File: src/rtl/param_seq_detector.sv
// -----------------------------------------------------------------------------
// param_seq_detector
//
// Purpose:
//   Serial bit-sequence detector with a pattern and length that can be changed
//   at run time (1..MAX_LEN bits). Overlapping matches can be allowed or not.
//   Bits are only taken when x_valid is high. A one-cycle registered pulse on z
//   flags each match, and a saturating counter keeps a tally of matches. After
//   reset the block looks for the sequence 1,0,0,0.
//
// Parameters:
//   MAX_LEN      longest supported pattern, 2..16 bits
//   LEN_W        width of len_in; must be wide enough to hold MAX_LEN
//   CNT_W        width of the match counter
//   DEFAULT_PAT  pattern after reset (only the low DEFAULT_LEN bits matter)
//   DEFAULT_LEN  pattern length after reset
//
// Ports:
//   CLK        in   clock, every register updates on the rising edge
//   RESET      in   asynchronous reset, active-high
//   x_valid    in   qualifier; x is taken only when this is high
//   x          in   serial data bit
//   pat_load   in   load pat_in/len_in/overlap_in and restart detection
//   pat_in     in   pattern; pat_in[len-1] is the first bit, pat_in[0] the last
//   len_in     in   pattern length (0/1 treated as 1, above MAX_LEN as MAX_LEN)
//   overlap_in in   1 = overlapping matches allowed, 0 = restart after a match
//   cnt_clr    in   synchronous clear of match_cnt (wins over a coincident match)
//   z          out  registered one-cycle match pulse
//   match_cnt  out  number of matches, saturates at all-ones
//   cnt_sat    out  high while match_cnt is all-ones
// -----------------------------------------------------------------------------
module param_seq_detector #(
  parameter int                 MAX_LEN     = 8,
  parameter int                 LEN_W       = 4,
  parameter int                 CNT_W       = 8,
  parameter logic [MAX_LEN-1:0] DEFAULT_PAT = 8'b0000_1000,
  parameter int                 DEFAULT_LEN = 4
) (
  input  logic               CLK,
  input  logic               RESET,
  input  logic               x_valid,
  input  logic               x,
  input  logic               pat_load,
  input  logic [MAX_LEN-1:0] pat_in,
  input  logic [LEN_W-1:0]   len_in,
  input  logic               overlap_in,
  input  logic               cnt_clr,
  output logic               z,
  output logic [CNT_W-1:0]   match_cnt,
  output logic               cnt_sat
);

  localparam logic [LEN_W-1:0] LEN_MAX = LEN_W'(MAX_LEN);
  localparam logic [LEN_W-1:0] LEN_ONE = LEN_W'(1);
  localparam logic [LEN_W-1:0] LEN_RST = LEN_W'(DEFAULT_LEN);
  localparam logic [CNT_W-1:0] CNT_ALL = {CNT_W{1'b1}};

  // Programmed configuration
  logic [MAX_LEN-1:0] pattern;
  logic [LEN_W-1:0]   len;
  logic               overlap;

  // Detection state: recent bits (newest at bit 0) and the number of bits
  // collected since the last restart, capped at len.
  logic [MAX_LEN-1:0] hist;
  logic [LEN_W-1:0]   fill;

  // Next-state values
  logic [MAX_LEN-1:0] pattern_n;
  logic [LEN_W-1:0]   len_n;
  logic               overlap_n;
  logic [MAX_LEN-1:0] hist_n;
  logic [LEN_W-1:0]   fill_n;
  logic               z_n;
  logic [CNT_W-1:0]   cnt_n;
  logic               sat_n;

  // Helper terms
  logic [MAX_LEN-1:0] hist_shift;
  logic [MAX_LEN-1:0] len_mask;
  logic [LEN_W:0]     fill_plus;
  logic               window_full;
  logic [LEN_W-1:0]   fill_sat;
  logic               accept;
  logic               is_match;
  logic [LEN_W-1:0]   len_clamped;

  // Mask that selects the low len bits of the history and the pattern.
  // Bits above len are don't-care, so patterns of any length share one
  // comparator.
  always_comb begin
    len_mask = '0;
    for (int i = 0; i < MAX_LEN; i++) begin
      len_mask[i] = (i < int'(len));
    end
  end

  // Match detection works on the history value after the shift, so the
  // pulse can be registered on the same edge that samples the final bit.
  // fill is one wider here so that fill+1 cannot wrap when len is at the
  // top of the LEN_W range.
  always_comb begin
    accept      = x_valid && !pat_load;
    hist_shift  = {hist[MAX_LEN-2:0], x};
    fill_plus   = {1'b0, fill} + (LEN_W+1)'(1);
    window_full = (fill_plus >= {1'b0, len});
    fill_sat    = window_full ? len : fill_plus[LEN_W-1:0];
    is_match    = accept && window_full &&
                  (((hist_shift ^ pattern) & len_mask) == '0);
  end

  // Clamp a requested length into 1..MAX_LEN. A length of zero would have
  // no meaning, so it is treated the same as a single-bit pattern.
  always_comb begin
    if (len_in <= LEN_ONE) begin
      len_clamped = LEN_ONE;
    end else if (len_in > LEN_MAX) begin
      len_clamped = LEN_MAX;
    end else begin
      len_clamped = len_in;
    end
  end

  // Next-state logic. pat_load beats x_valid. A load throws away the history
  // and any partial sequence, so bits from before the load can never take
  // part in a match. In non-overlap mode a match sets fill back to zero and
  // leaves hist alone. The following match then needs len new bits, because
  // the stale bits still in hist fail the fill check. The counter is separate
  // from loads. cnt_clr wins over a match in the same cycle, but z still
  // pulses.
  always_comb begin
    pattern_n = pattern;
    len_n     = len;
    overlap_n = overlap;
    hist_n    = hist;
    fill_n    = fill;
    z_n       = 1'b0;
    cnt_n     = match_cnt;
    sat_n     = 1'b0;

    if (pat_load) begin
      pattern_n = pat_in;
      len_n     = len_clamped;
      overlap_n = overlap_in;
      hist_n    = '0;
      fill_n    = '0;
    end else if (x_valid) begin
      hist_n = hist_shift;
      z_n    = is_match;
      if (is_match && !overlap) begin
        fill_n = '0;
      end else begin
        fill_n = fill_sat;
      end
    end

    if (cnt_clr) begin
      cnt_n = '0;
    end else if (is_match && (match_cnt != CNT_ALL)) begin
      cnt_n = match_cnt + CNT_W'(1);
    end

    sat_n = (cnt_n == CNT_ALL);
  end

  // State register. Reset brings back the default pattern right away, so
  // the block can detect without any setup first.
  always_ff @(posedge CLK or posedge RESET) begin
    if (RESET) begin
      pattern   <= DEFAULT_PAT;
      len       <= LEN_RST;
      overlap   <= 1'b0;
      hist      <= '0;
      fill      <= '0;
      z         <= 1'b0;
      match_cnt <= '0;
      cnt_sat   <= 1'b0;
    end else begin
      pattern   <= pattern_n;
      len       <= len_n;
      overlap   <= overlap_n;
      hist      <= hist_n;
      fill      <= fill_n;
      z         <= z_n;
      match_cnt <= cnt_n;
      cnt_sat   <= sat_n;
    end
  end

endmodule

File: config.mk
export PLATFORM = sky130hd
export DESIGN_NAME = param_seq_detector
export DESIGN_NICKNAME = d
export VERILOG_FILES = /design/src/rtl/param_seq_detector.sv
export SDC_FILE = /design/constraint.sdc
export NUM_CORES = 1
export LEC_CHECK = 0
export CORE_UTILIZATION = 55
export CTS_BUF_LIST = sky130_fd_sc_hd__clkbuf_4
export DETAILED_ROUTE_END_ITERATION = 16
export GPL_ROUTABILITY_DRIVEN = 0
export PLACE_DENSITY = 0.82
export SLEW_MARGIN = 10
export SYNTH_ARGS = -nofsm -noshare
export SYNTH_HDL_FRONTEND = slang
export SYNTH_SLANG_ARGS = --single-unit
File: constraint.sdc
create_clock -name CLK -period 7.5 [get_ports CLK]
set_input_delay 1.5 -clock CLK [delete_from_list [all_inputs] [get_ports CLK]]
set_output_delay 1.5 -clock CLK [all_outputs]
set_load 0.02 [all_outputs]
==> flow_summary_export.csv <==
group,metric,value,unit
run_status,run_status,"finished, final reports clean",
die,initial_utilization,58.4,%
clock_tree,cts_tree,"done",
power_and_ir_drop,switching_share,32.5,%
timing,post-route-min-period,4080,ps
flow_run,drv_cap,0,
drt,first_pass_iters,4,
timing,final-setup-viol-count,0,
critical_path,end_kind,"flip-flop",
power_and_ir_drop,power_density,204,nW/um^2
drt,via_count,1344,
clock_tree,root_buffer,"clkbuf_4",
global_route,overflow,0,
clock_tree,htree_levels,2,
critical_path,crit_required,7730,ps
yosys,yosys.area_share.simple,14.4,%
yosys,synth_fp_nets,196,
critical_path,regToRegStartpoint,"fill[0]",
yosys,synth-compound-area-share,10.6,%
timing,max_freq,0.245,GHz
critical_path,worstSetupPathType,"primary input to flip-flop",
die,core-area,3050,um^2
hold_path,min_path_type,"flip-flop to flip-flop",
yosys,synth.area.mux_share,10.8,%
clock_tree,cts.sinks,34,
timing,finalSetupTns,0,ps
timing,hold_violations,0,
critical_path,setup.worst_path.start,"pat_load",
power_and_ir_drop,ir_worst_vdd,126,uV
critical_path,worstPathMaxFanout,25,
yosys,synth_area_per_cell,10.4,um^2
drt,drc_errors,0,
drt,drt-total-wl,3.50,mm
place,dp_slack,3060,ps
timing,period_share,54.4,%
critical_path,crit_end,"cnt_sat",
yosys,synthArstFlopShare,100,%
critical_path,cp-start-kind,"primary input",
drt,via_per_inst,5.46,
place,portBuffers,28,
power_and_ir_drop,p_switching,0.000141,W
die,dieHeight,58.9,um
yosys,synth_xor_area_share,8.35,%
yosys,synth_edf_count,0,
timing,slew_headroom,36.0,%
yosys,yosysSeqAreaShare,47.9,%
power_and_ir_drop,p_clk_share,22.5,%
global_route,grt_max_degree,35,
power_and_ir_drop,p_comb_share,27.4,%
yosys,yosysWarnings,0,
layout,antenna_cells,0,
critical_path,r2r_cells,9,
layout,drive_gt1_share,12.9,%
drt,wl_per_cell,14.2,um
global_route,grt_util_all_layers,23.8,%
yosys,synth.ff_latch_count,34,
layout,syn_to_final_growth,19.7,%
timing,fin_ws,3420,ps
die,fp.dieW,58.9,um
clock_tree,clkLatencyLatePin,330,ps
die,ios,29,
clock_tree,clk_pin_slew,90,ps
timing,rsz0062_at_grt,"false",
drt,first_iter_violations,84,
yosys,syn_area,1780,um^2
power_and_ir_drop,leakagePower,0.904,nW
critical_path,cp.arrival,4300,ps
yosys,ys.flop_type,"dfrtp_1",
clock_tree,cts-resized-gates,0,
place,hpwl,2.59,mm
yosys,postSynthCellCount,171,
global_route,grt_pass1_wl,6.09,mm
power_and_ir_drop,internal_power,0.000294,W
critical_path,reg2reg_slack,4500,ps
clock_tree,post_cts_buffers,0,
layout,num-nets-final,226,
drt,ant_nets,0,
yosys,synth-adder-area-share,4.21,%
die,dieArea,3470,um^2
yosys,yosysUniqueCellTypes,32,
power_and_ir_drop,seqPwrFrac,50.0,%
global_route,grt_pass1_vias,1364,
timing,worst_pin_slew,957,ps
clock_tree,cts_buffers,5,
hold_path,hold_path.startpoint,"overlap",
clock_tree,cts-hold-fix-buffers,0,
timing,final.setup_skew,8.29,ps
global_route,antenna_found_initial,0,
critical_path,worst_r2r_endpoint,"cnt_sat",
timing,drv_slew,0,
yosys,synth_top_family_by_area,"simple AND/OR/NAND/NOR gates",
clock_tree,clockBufferDepth,2,
die,rows,20,
## worst max-delay path: stages
cell and delay, ps:
clkdlybuf4s50_1 910, nor2b_4 290, o21ai_0 100, a211oi_1 220
nand3_1 340, nor3_1 420, o2111ai_1 170, a2111oi_2 340
## stage by stage
| stage | area, um^2 | power [W] | utilization (%) | cells | hold slack [ps] |
|---|---|---|---|---|---|
| floorplan | 1780 | 0.000304 | - | 171 | 475 |
| global placement | 2080 | 0.000328 | 68.2 | 238 | 491 |
| detailed placement | 2080 | 0.000340 | 68.2 | 238 | 494 |
| CTS | 2130 | 0.000439 | 69.9 | 246 | 517 |
| global route | 2130 | 0.000463 | 69.9 | 246 | 553 |
| finish | 2130 | 0.000436 | 69.9 | 246 | 512 |
## worst min path at each step
stage,to,slack [ps],depth (start not counted)
after floorplan,overlap,480,1
after global placement,overlap,490,1
after detailed placement,overlap,490,1
after CTS,overlap,520,1
after global routing,overlap,550,1
final,overlap,510,1
## logic make-up (layout without fill, tap and decap cells)
kind of cell             Yosys count  after routing
AND/OR/NAND/NOR                   54             54
XOR/XNOR                          17             17
flip-flops                        34             34
multiplexers                      18             18
AO/OA/AOI/OAI                     30             30
buffers and inverters             12             43
adder cells (fa/ha/maj)            6              6
## cell usage in the layout, fill, tap and decap left out, types with 2 or more instances in the layout
| cell type | count |
|---|---|
| nand2_1 | 14 |
| clkdlybuf4s50_1 | 28 |
| a211oi_1 | 3 |
| a21oi_1 | 4 |
| dfrtp_1 | 32 |
| inv_1 | 6 |
| nor2_1 | 22 |
| mux2_2 | 10 |
| o22ai_1 | 3 |
| clkbuf_4 | 6 |
| xor2_1 | 3 |
| dfstp_2 | 2 |
| nand3_1 | 4 |
| nor3_1 | 4 |
| a31oi_1 | 2 |
| nor4_1 | 3 |
| ha_1 | 6 |
| xnor2_1 | 14 |
| mux2i_1 | 8 |
| o21ai_0 | 14 |
## final cells by class
class,count,area (um^2)
inverter,6,22.5
sequential,34,853
timing repair buffer,29,288
fill,252,918
clock inverter,2,8.76
tap,44,55.1
multi-input combinational,125,862
clock buffer,6,45.0
## state kept, by name, summed over array words and instances, names as in the netlist
signal,cells
hist,7
cnt_sat,1
len,4
pattern,8
fill,4
overlap,1
match_cnt,8
z,1
## synthesized netlist by cell type, types with 2 or more instances
cell type / number / area share, %
ha_1: 6 / 4.2
o22ai_1: 3 / 1.1
a31oi_1: 2 / 0.70
xnor2_1: 14 / 6.9
buf_6: 2 / 1.3
dfrtp_1: 32 / 45
mux2i_1: 8 / 4.5
clkbuf_1: 2 / 0.42
o21ai_0: 14 / 3.9
nand3_1: 4 / 1.1
mux2_2: 10 / 6.3
nor4_1: 3 / 1.1
buf_4: 2 / 0.84
nor3_1: 4 / 1.1
nor2_1: 22 / 4.6
xor2_1: 3 / 1.5
inv_1: 6 / 1.3
dfstp_2: 2 / 2.9
a21oi_1: 4 / 1.1
nand2_1: 14 / 2.9
a211oi_1: 3 / 1.3
## power groups by stage
stage | sequential, W | clock (W) | combinational, W
after floorplan | 0.000217 | 0 | 0.0000866
after global placement | 0.000220 | 0 | 0.000108
after detailed placement | 0.000221 | 0 | 0.000119
after CTS | 0.000218 | 0.000102 | 0.000119
after global routing | 0.000220 | 0.000107 | 0.000135
final | 0.000218 | 0.0000982 | 0.000119
## metal layers
| layer | global-route usage [%] | wire length (um) |
|---|---|---|
| met4 | 10.5 | 61 |
| met5 | 0 | 0 |
| met2 | 38.6 | 1740 |
| met1 | 30.7 | 1530 |
| met3 | 5.27 | 170 |
Power figures use the tool's default switching activity.
